$ cat src/rtl/trace_packer.sv
// rtl/trace_packer.sv - packs kept trace instructions into gap/loss-tagged items behind an FWFT FIFO
module trace_packer #(
    parameter int PC_WIDTH    = 64,
    parameter int INSTR_WIDTH = 32,
    parameter int GAP_WIDTH   = 16,
    parameter int FIFO_DEPTH  = 8,
    parameter int OVF_WIDTH   = 32
) (
    input  logic                                          clk,
    input  logic                                          rst_n,
    input  logic                                          pc_valid,
    input  logic [PC_WIDTH-1:0]                           pc,
    input  logic [INSTR_WIDTH-1:0]                        instr,
    input  logic                                          drop_instr,
    output logic [1+GAP_WIDTH+INSTR_WIDTH+PC_WIDTH-1:0]   m_tdata,
    output logic                                          m_tvalid,
    input  logic                                          m_tready,
    output logic [$clog2(FIFO_DEPTH):0]                   fifo_level,
    output logic [OVF_WIDTH-1:0]                          overflow_count
);

    localparam int DW = 1 + GAP_WIDTH + INSTR_WIDTH + PC_WIDTH;
    localparam int AW = $clog2(FIFO_DEPTH);
    localparam int LW = AW + 1;
    localparam logic [LW-1:0] FULL_LEVEL = LW'(FIFO_DEPTH);

    logic [DW-1:0]        mem_q [FIFO_DEPTH];
    logic [AW-1:0]        wr_ptr_q, wr_ptr_d;
    logic [AW-1:0]        rd_ptr_q, rd_ptr_d;
    logic [LW-1:0]        level_q, level_d;
    logic [GAP_WIDTH-1:0] gap_q, gap_d;
    logic                 lost_pending_q, lost_pending_d;
    logic [OVF_WIDTH-1:0] ovf_q, ovf_d;

    logic          keep_ev;
    logic          skip_ev;
    logic          pop;
    logic          push;
    logic          lost;
    logic [DW-1:0] item;

    always_comb begin
        keep_ev = pc_valid && !drop_instr;
        skip_ev = pc_valid && drop_instr;
        pop     = (level_q != '0) && m_tready;
        // A full FIFO still accepts when the head leaves on the same edge.
        push    = keep_ev && ((level_q != FULL_LEVEL) || pop);
        lost    = keep_ev && !push;
        item    = {lost_pending_q, gap_q, instr, pc};
    end

    always_comb begin
        wr_ptr_d       = push ? wr_ptr_q + 1'b1 : wr_ptr_q;
        rd_ptr_d       = pop ? rd_ptr_q + 1'b1 : rd_ptr_q;
        level_d        = level_q;
        gap_d          = gap_q;
        lost_pending_d = lost_pending_q;
        ovf_d          = ovf_q;

        case ({push, pop})
            2'b10:   level_d = level_q + 1'b1;
            2'b01:   level_d = level_q - 1'b1;
            default: level_d = level_q;
        endcase

        // A lost keep is accounted for as a skipped instruction in the next item's gap.
        if (push) begin
            gap_d          = '0;
            lost_pending_d = 1'b0;
        end else if ((skip_ev || lost) && !(&gap_q)) begin
            gap_d = gap_q + 1'b1;
        end

        if (lost) begin
            lost_pending_d = 1'b1;
            if (!(&ovf_q)) begin
                ovf_d = ovf_q + 1'b1;
            end
        end
    end

    always_ff @(posedge clk or negedge rst_n) begin
        if (!rst_n) begin
            wr_ptr_q       <= '0;
            rd_ptr_q       <= '0;
            level_q        <= '0;
            gap_q          <= '0;
            lost_pending_q <= 1'b0;
            ovf_q          <= '0;
        end else begin
            wr_ptr_q       <= wr_ptr_d;
            rd_ptr_q       <= rd_ptr_d;
            level_q        <= level_d;
            gap_q          <= gap_d;
            lost_pending_q <= lost_pending_d;
            ovf_q          <= ovf_d;
        end
    end

    // Storage needs no reset: the level counter alone decides which entries are live.
    always_ff @(posedge clk) begin
        if (push) begin
            mem_q[wr_ptr_q] <= item;
        end
    end

    assign m_tdata        = mem_q[rd_ptr_q];
    assign m_tvalid       = (level_q != '0);
    assign fifo_level     = level_q;
    assign overflow_count = ovf_q;

endmodule

$ cat config.mk
export PLATFORM = sky130hd
export DESIGN_NAME = trace_packer
export DESIGN_NICKNAME = d
export VERILOG_FILES = /design/src/rtl/trace_packer.sv
export SDC_FILE = /design/constraint.sdc
export NUM_CORES = 1
export LEC_CHECK = 0
export ABC_AREA = 1
export CAP_MARGIN = 25
export CORE_ASPECT_RATIO = 1.5
export CORE_MARGIN = 4
export CORE_UTILIZATION = 42
export DETAILED_ROUTE_END_ITERATION = 7
export GPL_TIMING_DRIVEN = 1
export PLACE_DENSITY = 0.59
export REMOVE_ABC_BUFFERS = 1
export SKIP_CTS_REPAIR_TIMING = 1
export SKIP_LAST_GASP = 1
export SLEW_MARGIN = 30
export SYNTH_ARGS = -nofsm -noshare
export SYNTH_HDL_FRONTEND = slang
export SYNTH_SLANG_ARGS = --single-unit
$ cat constraint.sdc
create_clock -name clk -period 7.4 [get_ports clk]
set_clock_uncertainty 0.1 [all_clocks]
set_input_delay 1.48 -clock clk [delete_from_list [all_inputs] [get_ports clk]]
set_output_delay 1.48 -clock clk [all_outputs]
set_load 0.02 [all_outputs]
After elaboration in Yosys (flattened, before gate mapping)
Memories as Yosys holds them, arrays and structs flattened.
Cells that the tools add are included.
Widths: inputs -> output; s select.
- $add $sub $neg: 6
- equal/unequal tests: 3
- mux-type cells: 7
- bitwise gates (word level): 1
- reductions and logical operators: 18
- operator list (operator ; count):
    $add 32x1->32 const B ; 1
    $mux 16 ; 2
    $reduce_and 32->1 ; 1
    $add 16x1->16 const B ; 1
    $reduce_and 16->1 ; 1
    $pmux 4 s2 ; 1
    $add 3x1->3 const B ; 2
    $logic_and 1x1->1 ; 6
    $reduce_bool 2->1 ; 3
    $add 4x1->4 const B ; 1
    $mux 1 ; 4
    $ne 4x4->1 const B ; 1
    $reduce_bool 4->1 ; 1
    $sub 4x1->4 const B ; 1
    $logic_not 1->1 ; 3
    $eq 2x1->1 const B ; 1
    $eq 2x2->1 const B ; 1
    $logic_or 1x1->1 ; 2
    $reduce_and 2->1 ; 1
    $not 1->1 ; 1
- flip-flop bits (word level): 59
- bits in writable memories: 904
- output and inout port bits: 150
- logic and storage cells: 42
- memories kept: 1
- memories (memory ; depth ; bits a word ; read ports ; clocked after Yosys merged registers in ; wr ports ; line ; source):
    mem_q ; 8 ; 113 ; 1 ; 0 ; 1 ; 27 ; logic [DW-1:0] mem_q [FIFO_DEPTH];

Depth between registers and ports, before layout
- depth in word-level cells: 10
- gate-level depth with buffers: 15

Worst setup path before layout
Ideal clock, no wire load.
- path kind: input -> register
- from: input m_tready
- to: memory mem_q[0][0] in the netlist's numbering, enable pin
- setup time: 0.586 ns
- data arrival time: 6.954 ns
- data required time: 6.714 ns
- setup slack: -0.240 ns
- stages: 5
- path buffers: 0
- cell sequence: nor2_1 > nand3_1 > nand2_1 > or2_2 > nor2_1
- longest elaborated chain between the ends: 5
- ends and longest elaborated chain (item ; line ; source):
    start: declaration ; 17 ; input logic m_tready,
    $logic_and 1x1->1 ; 45 ; pop = (level_q != '0) && m_tready;
    $logic_or 1x1->1 ; 47 ; push = keep_ev && ((level_q != FULL_LEVEL) || pop);
    $logic_and 1x1->1 ; 47 ;
    $mux 1 ; 102 ; if (push) begin
    $mux 1 (implied by the code) ; 103 ; mem_q[wr_ptr_q] <= item;
    end: declaration ; 27 ;
No other way between the ends.

Worst setup path after layout
- from: register rd_ptr_q[0]
- to: output m_tdata[51]
- longest elaborated chain between the ends: 1
- ends and longest elaborated chain (item ; line ; source):
    start: declaration ; 29 ; logic [AW-1:0] rd_ptr_q, rd_ptr_d;
    start signal: assignment ; 92 ; rd_ptr_q <= rd_ptr_d;
    $mem_v2 8x113 ; - ;
    end: declaration ; 15 ; output logic [1+GAP_WIDTH+INSTR_WIDTH+PC_WIDTH-1:0] m_tdata,
No other way between the ends.

==> flow_summary.ini <==
[run_status]
status = completed

[detailed_routing]
wl_met1_um = 39300
dr_total_vias = 23300
viasPerCell = 5.38
length_of_routed_met3_wiring_um = 5160
remaining_drc_errors = 0
wl_per_cell_um = 21.2
route.met2.wl_um = 45600
route.final.wire_length_um = 92100
ant_nets = 0
first_pass_iters = 5
drtIter0Drc = 1500
top_signal_layer_used = met5

[synthesis]
synth_area_per_cell_um2 = 13.5
yosysUniqueCellTypes = 35
sequential_share_of_the_synthesized_area_pct = 74.1
netlist.area_leader.share_pct = 70.3
netlist_instances = 2870
synth_top_area_cell = edfxtp_1
yosys_synthesis_warning_count = 0
largest_cells_by_area_after_synthesis = edfxtp_1, mux2i_1, nand2_1, dfrtp_1, o22ai_1
ys_ff_latch = 963
syn_area_um2 = 38600

[critical_path]
setup.worst_path.end_class = primary output
cp.required_ns = 5.82
crit_path_cell_trace = buf_4, buf_4, o21ai_0, o22ai_1, nand2_1, nand2_1, clkdlybuf4s50_1
worst_path_slowest_cell = dfrtp_4
critPathArrivalTime_ns = 4.28
timing.setup.critical_path_class = reg -> out
cp_slowest_stage_delay_ns = 0.84
worstSetupStartpointType = register
cp-startpoint = rd_ptr_q[0]$_DFFE_PN0P_
critPathMaxFanout = 60
r2r-start = fifo_level[2]$_DFFE_PN0P_

[place]
place.detailed.instances = 4167
place.gp.congestion = 0.866
dp_hpwl_um = 51400
io_buffer_count = 250

[layout]
layout.cells.non_filler = 4333
area_growth_pct = 17.1
layout_commonest_cell = edfxtp_1
fin_nets = 3203
layout.core_utilization_pct = 49.9
final_cell_mix = edfxtp_1, nand2_1, nor2_1, clkdlybuf4s50_1, o21ai_0
layout-drive-gt1-share_pct = 6.19

[sta]
report.final.slew_viol_count = 0
final_min_period_over_clock_period_pct = 79.2
setup_violations = 0
worst_slew_margin_rel_pct = 36.3
finalCriticalPeriod_ns = 5.86
finalHoldViolations = 0
rsz0062_at_grt = false
fmax_mhz = 171
worst_hold_slack_ns = 0.451
worst_tran_pin_value_ns = 0.955

[pwr]
power.static_leakage_nw = 16.1
pwr_dens_nw_per_um2 = 379
peakVddDrop_uv = 327
p_total_mw = 17.1

[floorplanning]
design.core.area_um2 = 90700
die_h_um = 379
initial_standard_cell_utilization_of_the_core_pct = 42.6
die-area_um2 = 96900
dieWidth_um = 256
ioPinCount = 251
placementRows = 135

[cts]
cts.path.max_buffers = 3
cts_root_buffer = clkbuf_16
cts_made_buffers = 89
tritoncts_clock_tree = done
cts-htree-levels = 3
cts.sink_count = 963
clk_pin_slew_ns = 0.06
insertion_delay_ns = 0.66

[global_routing]
number_of_antenna_violations_at_the_first_check_in_global_routing = 7
grt_pass1_vias = 23600
maximum_number_of_pins_on_one_net_before_global_route_repair = 181
grt.total_usage_pct = 18.6
grt_pass1_wl_um = 141000
grt-ovfl-total = 0

[worst_hold_path]
worstHoldStart = wr_ptr_q[0]$_DFFE_PN0P_
holdCritPathClass = reg -> reg

[flow_run]
timing.max_cap.violations = 0
==> where the power goes <==
group / leakage (nW) / switching (mW) / internal [mW] / total (mW)
sequential: 9.03 / 0.256 / 6.33 / 6.59
clock: 1.38 / 1.94 / 2.54 / 4.47
combinational: 5.72 / 3.80 / 2.28 / 6.08
==> layer usage <==
layer / track usage [%] / vias to the layer above
li1: - / 10900
met1: 24.0 / 11600
met2: 32.0 / 581
met3: 4.07 / 125
met4: 5.21 / 4
met5: 0 / -
==> critical path: cells and delay by family, from the launching register on <==
family	cells	cell delay, ns
and+or+nand+nor	2	0.26
buffers and inverters	3	2.01
AOI/OAI and AO/OA	2	0.44
DFF	1	0.84
==> layout make-up <==
class	count	area, µm²
tap	1164	1460
clock buffer	112	2400
timing repair buffer	294	3000
multi-input combinational	1690	9080
sequential	963	28600
fill	7672	45500
clock inverter	49	418
inverter	57	226
antenna	4	10.0
==> logic make-up after synthesis <==
kind of cell	count (synthesis)	share of synthesized area [%]
multiplexers	227	5.89
adder cells (fa/ha/maj)	7	0.246
flip-flops	963	74.1
AO/OA/AOI/OAI	464	6.76
AND/OR/NAND/NOR	966	9.88
buffers and inverters	217	2.51
XOR/XNOR	26	0.590
==> cell usage after synthesis <==
library cell and number:
nand3b_1 2, nand4_1 10, inv_4 1, xor2_1 16
clkbuf_1 76, nand3_1 55, or2_2 1, dfrtp_1 59
nand2_4 2, inv_1 54, buf_4 12, xnor2_1 10
edfxtp_1 904, ha_1 6, buf_2 53, nor2_4 1
buf_6 5, nor2_8 2, o21ai_2 1, o21ai_1 3
nor2_2 4, nand2_2 1, a21oi_1 2, nand2_1 579
nand2_8 1, mux2i_1 226, nor2_1 308, clkinv_1 1
mux2_2 1, clkbuf_4 1, inv_2 1, o21ai_0 232
o22ai_1 226, fa_1 1, buf_1 13
==> flip-flops by register name, summed over array words and instances, names as in the netlist <==
signal,flops
mem_q,904
rd_ptr_q,3
overflow_count,32
wr_ptr_q,3
fifo_level,4
lost_pending_q,1
gap_q,16
==> path summary, 6_finish.rpt <==
kind                                             endpoint  cells past startpoint  slack, ns
setup / recovery                              m_tdata[51]                      7       1.54
hold / removal                    wr_ptr_q[0]$_DFFE_PN0P_                      2       0.45
setup reg to reg                    mem_q[7][9]$_DFFE_PP_                      7       3.75
hold reg to reg                   wr_ptr_q[0]$_DFFE_PN0P_                      2       0.45
max in group asynchronous         rd_ptr_q[1]$_DFFE_PN0P_                      1       5.77
min in group asynchronous  overflow_count[31]$_DFFE_PN0P_                      1       0.79
==> metrics by stage <==
step           worst slack, ns  TNS [ns]  cell area (µm²)
3_5_place_dp              1.85         0            42400
2_1_floorplan           -11.74  -1953.24            37900
6_report                  1.54         0            45200
4_1_cts                   1.49         0            45200
3_3_place_gp              1.94         0            42300
5_1_grt                   1.29         0            45200
Note: power is estimated with default switching activity, not from simulation.
